==> src/rtl/display_scan_hex.sv <==
// Multiplexed driver for a 4-digit common-anode 7-segment display.
// Each frame shows a coherent input snapshot, with a guard blank per slot and an alert blink.
module display_scan_hex #(
    parameter int REFRESH_DIV  = 50000,
    parameter int BLANK_CYCLES = 500,
    parameter int BLINK_FRAMES = 125
) (
    input  logic       clk,
    input  logic       reset,
    input  logic [3:0] hexa3,
    input  logic [3:0] hexa2,
    input  logic [3:0] hexa1,
    input  logic [3:0] hexa0,
    input  logic [3:0] punto,
    input  logic       alerta,
    output logic [3:0] an,
    output logic [6:0] seg,
    output logic       dp,
    output logic       frame_tick
);

    localparam int CNT_W = (REFRESH_DIV > 1) ? $clog2(REFRESH_DIV) : 1;
    localparam int BLK_W = (BLINK_FRAMES > 1) ? $clog2(BLINK_FRAMES) : 1;
    localparam logic [CNT_W-1:0] CNT_LAST  = CNT_W'(REFRESH_DIV - 1);
    localparam logic [CNT_W-1:0] CNT_BLANK = CNT_W'(BLANK_CYCLES);
    localparam logic [BLK_W-1:0] BLK_LAST  = BLK_W'(BLINK_FRAMES - 1);

    typedef enum logic {
        PH_ON  = 1'b0,
        PH_OFF = 1'b1
    } phase_t;

    logic [CNT_W-1:0] r_cnt;
    logic [1:0]       r_idx;
    logic [3:0]       r_snap [4];
    logic [3:0]       r_punto;
    logic [BLK_W-1:0] r_blink_cnt;
    logic [BLK_W-1:0] w_blink_cnt_next;
    phase_t           r_phase;
    phase_t           w_phase_next;
    logic [3:0]       r_an;
    logic [6:0]       r_seg;
    logic             r_dp;

    logic [3:0]       w_hexa [4];
    logic             w_slot_end;
    logic             w_frame_start;
    logic             w_blank;
    logic [3:0]       w_an_next;
    logic [6:0]       w_seg_next;
    logic             w_dp_next;

    function automatic logic [6:0] hex_to_seg(input logic [3:0] h);
        logic [6:0] s;
        case (h)
            4'h0: s = 7'h40;
            4'h1: s = 7'h79;
            4'h2: s = 7'h24;
            4'h3: s = 7'h30;
            4'h4: s = 7'h19;
            4'h5: s = 7'h12;
            4'h6: s = 7'h02;
            4'h7: s = 7'h78;
            4'h8: s = 7'h00;
            4'h9: s = 7'h10;
            4'hA: s = 7'h08;
            4'hB: s = 7'h03;
            4'hC: s = 7'h46;
            4'hD: s = 7'h21;
            4'hE: s = 7'h06;
            default: s = 7'h0E;
        endcase
        return s;
    endfunction

    assign w_hexa[0] = hexa0;
    assign w_hexa[1] = hexa1;
    assign w_hexa[2] = hexa2;
    assign w_hexa[3] = hexa3;

    assign w_slot_end    = (r_cnt == CNT_LAST);
    assign w_frame_start = (r_cnt == '0) && (r_idx == 2'd0);
    assign frame_tick    = w_slot_end && (r_idx == 2'd3);

    always_ff @(posedge clk or posedge reset) begin
        if (reset) begin
            r_cnt <= '0;
            r_idx <= 2'd0;
        end else if (w_slot_end) begin
            r_cnt <= '0;
            r_idx <= r_idx + 2'd1;
        end else begin
            r_cnt <= r_cnt + 1'b1;
        end
    end

    // Snapshot lands on a blanked output cycle, so a digit never changes mid-slot.
    always_ff @(posedge clk or posedge reset) begin
        if (reset) begin
            for (int i = 0; i < 4; i++) begin
                r_snap[i] <= 4'h0;
            end
            r_punto <= 4'h0;
        end else if (w_frame_start) begin
            for (int i = 0; i < 4; i++) begin
                r_snap[i] <= w_hexa[i];
            end
            r_punto <= punto;
        end
    end

    always_ff @(posedge clk or posedge reset) begin
        if (reset) begin
            r_phase     <= PH_ON;
            r_blink_cnt <= '0;
        end else begin
            r_phase     <= w_phase_next;
            r_blink_cnt <= w_blink_cnt_next;
        end
    end

    // Dropping alerta always restarts the next blink with a full on half-period.
    always_comb begin
        w_phase_next     = r_phase;
        w_blink_cnt_next = r_blink_cnt;
        if (!alerta) begin
            w_phase_next     = PH_ON;
            w_blink_cnt_next = '0;
        end else if (frame_tick) begin
            if (r_blink_cnt == BLK_LAST) begin
                w_blink_cnt_next = '0;
                w_phase_next     = (r_phase == PH_ON) ? PH_OFF : PH_ON;
            end else begin
                w_blink_cnt_next = r_blink_cnt + 1'b1;
            end
        end
    end

    always_comb begin
        w_blank    = (r_cnt < CNT_BLANK) || (r_phase == PH_OFF);
        w_an_next  = 4'b1111;
        w_seg_next = 7'h7F;
        w_dp_next  = 1'b1;
        if (!w_blank) begin
            w_an_next  = ~(4'b0001 << r_idx);
            w_seg_next = hex_to_seg(r_snap[r_idx]);
            w_dp_next  = ~r_punto[r_idx];
        end
    end

    always_ff @(posedge clk or posedge reset) begin
        if (reset) begin
            r_an  <= 4'b1111;
            r_seg <= 7'h7F;
            r_dp  <= 1'b1;
        end else begin
            r_an  <= w_an_next;
            r_seg <= w_seg_next;
            r_dp  <= w_dp_next;
        end
    end

    assign an  = r_an;
    assign seg = r_seg;
    assign dp  = r_dp;

endmodule
==> config.mk <==
export PLATFORM = sky130hd
export DESIGN_NAME = display_scan_hex
export DESIGN_NICKNAME = d
export VERILOG_FILES = /design/src/rtl/display_scan_hex.sv
export SDC_FILE = /design/constraint.sdc
export NUM_CORES = 1
export LEC_CHECK = 0
export ABC_AREA = 1
export BUFFER_PORTS_ARGS = -buffer_cell sky130_fd_sc_hd__clkbuf_2
export CAP_MARGIN = 5
export CORE_ASPECT_RATIO = 0.9
export CORE_MARGIN = 2
export CORE_UTILIZATION = 50
export CTS_BUF_LIST = sky130_fd_sc_hd__clkbuf_16
export DETAILED_ROUTE_END_ITERATION = 7
export PLACE_DENSITY_LB_ADDON = 0.15
export SYNTH_ARGS = -nofsm -noshare
export SYNTH_HDL_FRONTEND = slang
export SYNTH_SLANG_ARGS = --single-unit
==> constraint.sdc <==
create_clock -name clk -period 2 [get_ports clk]
set_input_delay 0.1 -clock clk [delete_from_list [all_inputs] [get_ports clk]]
set_output_delay 0.1 -clock clk [all_outputs]
set_load 0.01 [all_outputs]
Word level (Yosys, flattened, before mapping):

Memory sizes are Yosys's and may differ from the RTL's.
Index checks and enable logic that the tools add are counted.

* register bits after elaboration: 58
* memory bits (read-only): 112
* input port bits: 23
* output and inout bits: 13
* logic and storage cells: 50
* memories kept: 1

* add/sub/neg operators: 3
* magnitude comparators: 3
* eq/ne operators: 5
* shifts and indexed selects: 1
* muxes and demuxes: 16
* bitwise logic cells: 3
* reductions and logical operators: 6

Memories
* (name not given): depth 16, width 7, read ports 1, clocked after memory_dff 0, write ports 0, line 55 `case (h)`

Operator list (number)
* $mux W7: 4
* $add A16 B1 Y16 const B: 1
* $eq A16 B16 Y1 const B: 1
* $logic_not A16 Y1: 1
* $lt A16 B9 Y1 const B: 1
* $mux W16: 1
* $mux W4: 3
* $bmux W4 S2: 1
* $add A7 B1 Y7 const B: 1
* $eq A7 B7 Y1 const B: 1
* $mux W1: 6
* $ne A2 B1 Y1 const B: 2
* $not A4 Y4: 1
* $shl A1 B2 Y4 const A: 1
* $ge A3 B3 Y1 const B: 1
* $lt A2 B3 Y1 const B: 1
* $not A2 Y3: 1
* $add A2 B1 Y2 const B: 1
* $bmux W1 S2: 1
* $eq A2 B2 Y1 const B: 1
* $logic_and A1 B1 Y1: 2
* $logic_not A2 Y1: 1
* $reduce_and A2 Y1: 1
* $logic_or A1 B1 Y1: 1
* $not A1 Y1: 1

Depth between registers and ports, before layout:

An unclocked memory read counts as a cell.

* depth after elaboration: 6
* depth in mapped cells: 11
* depth with buffers taken out: 10

Worst setup path after synthesis:

OpenSTA, ideal clock, no wires.

* path kind: flip-flop to flip-flop
* start: register r_idx[0]
* end: register r_punto[3]
* arrival: 1.428 ns
* path slack: 0.456 ns
* cell stages (with the launch flop): 10
* clock period less this slack: 1.544 ns
* cells stage by stage: dfrtp_1 -> inv_1 -> buf_4 -> ha_1 -> nand3_1 -> nor3_2 -> nand2_2 -> buf_6 -> nand2_1 -> nand2_1

* word-level cells in the longest chain between the ends: 2

Ends and longest elaborated chain
* start: declaration: line 34 `logic [1:0] r_idx;`
* start signal: assignment: line 91 `r_idx <= r_idx + 2'd1;`
* $logic_not A2 Y1: line 82 `assign w_frame_start = (r_cnt == '0) && (r_idx == 2'd0);`
* $logic_and A1 B1 Y1: line 82
* end signal: assignment: line 108 `r_punto <= punto;`
* end: declaration: line 36 `logic [3:0] r_punto;`

Every way passes these cells.
A chain may end at the register's enable or synchronous reset.

Worst setup path in the final report:

* start: register r_cnt[0]
* end: output frame_tick

* word-level cells in the longest chain between the ends: 2

Ends and longest elaborated chain
* start: declaration: line 33 `logic [CNT_W-1:0] r_cnt;`
* start signal: assignment: line 93 `r_cnt <= r_cnt + 1'b1;`
* $eq A16 B16 Y1: line 81 `assign w_slot_end = (r_cnt == CNT_LAST);`
* $logic_and A1 B1 Y1: line 83 `assign frame_tick = w_slot_end && (r_idx == 2'd3);`
* end: declaration: line 19 `output logic frame_tick`

Every way passes these cells.

==> metrics.md <==
| Metric | Value |
|---|---|
| Status | `complete, no violations` |
| Reg area | `~1500 µm²` |
| Commonest non-fill, non-tap cell in the layout | `nand2_1` |
| Overall die area | `slightly below 7000 µm²` |
| GRT Overall Usage | `a little over a fifth` |
| CP max stage delay | `around 400 ps` |
| Post-synthesis cell count | `393` |
| Pleak | `roughly 1.9 nW` |
| CP max-delay cell | `dfrtp_1` |
| Vias after detailed routing | `~2600` |
| FILL cells | `between 500 and 600` |
| Core Area | `around 6000 µm²` |
| Clock Latency Late Sink | `320 ps` |
| Initial core utilization | `51.3%` |
| Die Y | `about 80 µm` |
| Clock share of power | `49.6%` |
| Period utilization | `between 90% and 100%` |
| Die X | `about 87 µm` |
| Layout area overhead | `17.2%` |
| Post-route DRC | `0` |
| Commonest cells after routing, fill and taps aside | `127 x nand2_1, 62 x nand3_1, 46 x dfrtp_1, 38 x nor2_1` |
| Total congestion overflow | `0` |
| Critical Path AT | `approximately 1700 ps` |
| Clock Pin Slew Worst Setup and Hold Paths | `about 50 ps` |
| Post-cts resize count | `0` |
| Type of the worst min-delay path | `primary input to flip-flop` |
| Crit Path Class | `flip-flop to output port` |
| Layout Utilization | `around three fifths` |
| Unrepaired setup endpoints after global routing | `no` |
| Number of diodes | `0` |
| Max-cap viol count | `0` |
| Cell Chain, Critical Path | `ha_1 -> nand3_1 -> nor2_1 -> nand3_1 -> inv_1 -> clkbuf_2` |
| PortBufs | `35` |
| Worst-margin pin slew | `around 370 ps` |
| Crit path max fanout | `4` |
| Yosys cell types | `26` |
| Antenna violations before repair | `0` |
| Crit end category | `output port` |
| Req. time, crit path | `around 1900 ps` |
| Sw frac | `between 20% and 30%` |
| Internal Power | `slightly above 0.002 W` |
| HP Start | `hexa2[0]` |
| Root Buffer Master | `clkbuf_16` |
| Row count | `27` |
| H-Tree Depth | `3` |
| WL final | `roughly 6400 µm` |
| TritonCTS clock tree | `done` |
| Gpl congestion | `0.877` |
| Vias in the first global route | `between 2000 and 3000` |
| Mapped cell area | `3100 µm²` |
| Worst-case clock buffer depth | `2` |
| NetSw | `about 0.00063 W` |
| Synth Net Count | `430` |
| Inserted Clock Buffers | `9` |
| DPL Wire Length | `approximately 4500 µm` |
| Initial drt markers | `about 130` |
| Setup TNS | `0 ps` |
| Final #Nets | `~480` |
| #FFs+latches synth | `slightly below 60` |
| Timing startpoint of the critical path | `r_cnt[0]` |
| Syn Area/Cell | `7.89 µm²` |
| Final ANT Viol Nets | `0` |
| Comb pwr share | `approximately 5%` |
| Pwr dens | `approximately 740 nW/µm²` |
| Multi-input logic area | `1410 µm²` |
| Postcts setup bufs | `0` |
| Fraction of layout cells with a size suffix above 1 | `about a fifth` |
| Maximum clock frequency | `0.551 GHz` |
| Crit-path most repeated cell | `nand3_1` |
| DR WL/cell | `around 13 µm` |
| Setup-failing EPs final | `0` |
| Ys Warns | `0` |
| Ports | `36` |
| Routed vias/inst | `around 5.0` |
| Reg power frac | `45.2%` |
| Clock sinks | `58` |
| Maximum VDD drop | `~0.61 mV` |
| Post-CTS Hold Buffers | `2` |
| Worst setup SP type | `flip-flop` |
| Final Slew Violations | `0` |
| Drt pass-1 iters | `4` |
| Overall Power | `approximately 0.0027 W` |
| Min cycle time layout | `between 1500 and 2000 ps` |
| Worst Clk Skew | `4.21 ps` |
| Sequential fraction of the synthesis area | `47.3%` |
| Largest net degree at the start of global routing | `55` |
| Crit Reg-Reg Startpoint | `r_idx[0]` |
| First-pass GRT wire length | `11400 µm` |
| Hold Vio Cnt, Final | `0` |
| Slew headroom | `75.2%` |
[cells by family (layout without fill, tap and decap cells)]
kind of cell	after synthesis	after routing	share of synthesized area [%]
AND/OR/NAND/NOR	245	245	34.0
flip-flops	58	58	47.3
buffers and inverters	50	100	7.26
AO/OA/AOI/OAI	15	15	2.66
adder cells (fa/ha/maj)	14	14	5.65
XOR/XNOR	11	11	3.11
[critical path: cells and delay by family (launching register included)]
family	cells	cell delay, ps
simple gates	3	490
buf+inv	2	290
fa+ha+maj	1	200
flops	1	400
[cells in the mapped netlist (all sizes together)]
master | n | area, µm²
nor3b | 1 | 7.51
o211a | 1 | 10.0
nand2 | 131 | 502
dfstp | 12 | 315
buf | 9 | 71.3
o21ai | 11 | 55.1
xor2 | 11 | 96.3
nor3 | 6 | 40.0
inv | 41 | 154
nand3 | 64 | 330
or2 | 2 | 12.5
a21oi | 1 | 5.00
nand3b | 1 | 7.51
o22ai | 1 | 6.26
ha | 14 | 175
dfrtp | 46 | 1150
nand4 | 2 | 12.5
nor2 | 38 | 143
a31oi | 1 | 6.26
[metal layers]
layer	vias up	part of all wire, %	GRT usage [%]	routed length [µm]
li1	1336	-	-	-
met1	1181	50	29.5	3210
met4	0	1.6	8.44	105
met3	9	3.1	3.85	199
met5	-	0	0	0
met2	50	45	33.6	2920
[power by group through the flow]
stage	clock network (W)	registers, W	logic, W
3_3_place_gp	0	0.00124	0.000132
3_5_place_dp	0	0.00124	0.000137
4_1_cts	0.00136	0.00122	0.000141
6_report	0.00134	0.00122	0.000139
2_1_floorplan	0	0.00123	0.0000873
5_1_grt	0.00142	0.00122	0.000164
[cell type report]
cell class                 count  share of cell area, %
clock buffer                   9                   6.20
sequential                    58                   40.3
timing repair buffer          43                   6.95
clock inverter                 7                   1.03
tap                           72                   2.48
inverter                      41                   4.23
multi-input combinational    285                   38.8
[stage by stage]
stage | cells | cell area (µm²) | hold WS [ps] | worst slack, ps
2_1_floorplan | 393 | 3100 | 245 | 456
3_3_place_gp | 497 | 3350 | -26.5 | 282
3_5_place_dp | 497 | 3350 | -20.2 | 239
4_1_cts | 515 | 3630 | 3.57 | 197
5_1_grt | 515 | 3630 | 24.0 | 23.6
6_report | 515 | 3630 | 4.85 | 184
[worst paths after layout]
| check | to | slack [ps] | cells after the start |
|---|---|---|---|
| setup reg to reg | seg[5] | 220 | 10 |
| min in group asynchronous | r_blink_cnt[3] | 190 | 3 |
| setup / recovery | frame_tick | 180 | 6 |
| max in group asynchronous | seg[5] | 1250 | 4 |
| hold / removal | r_snap[4] | 5 | 3 |
| hold reg to reg | r_punto[1] | 480 | 2 |
[flip-flops by register name, indices dropped and copies added (netlist names)]
name	count
r_blink_cnt	7
r_snap	16
r_punto	4
r_idx	2
an	4
dp	1
r_cnt	16
seg	7
r_phase	1
Note: power is estimated with default switching activity, not from simulation.
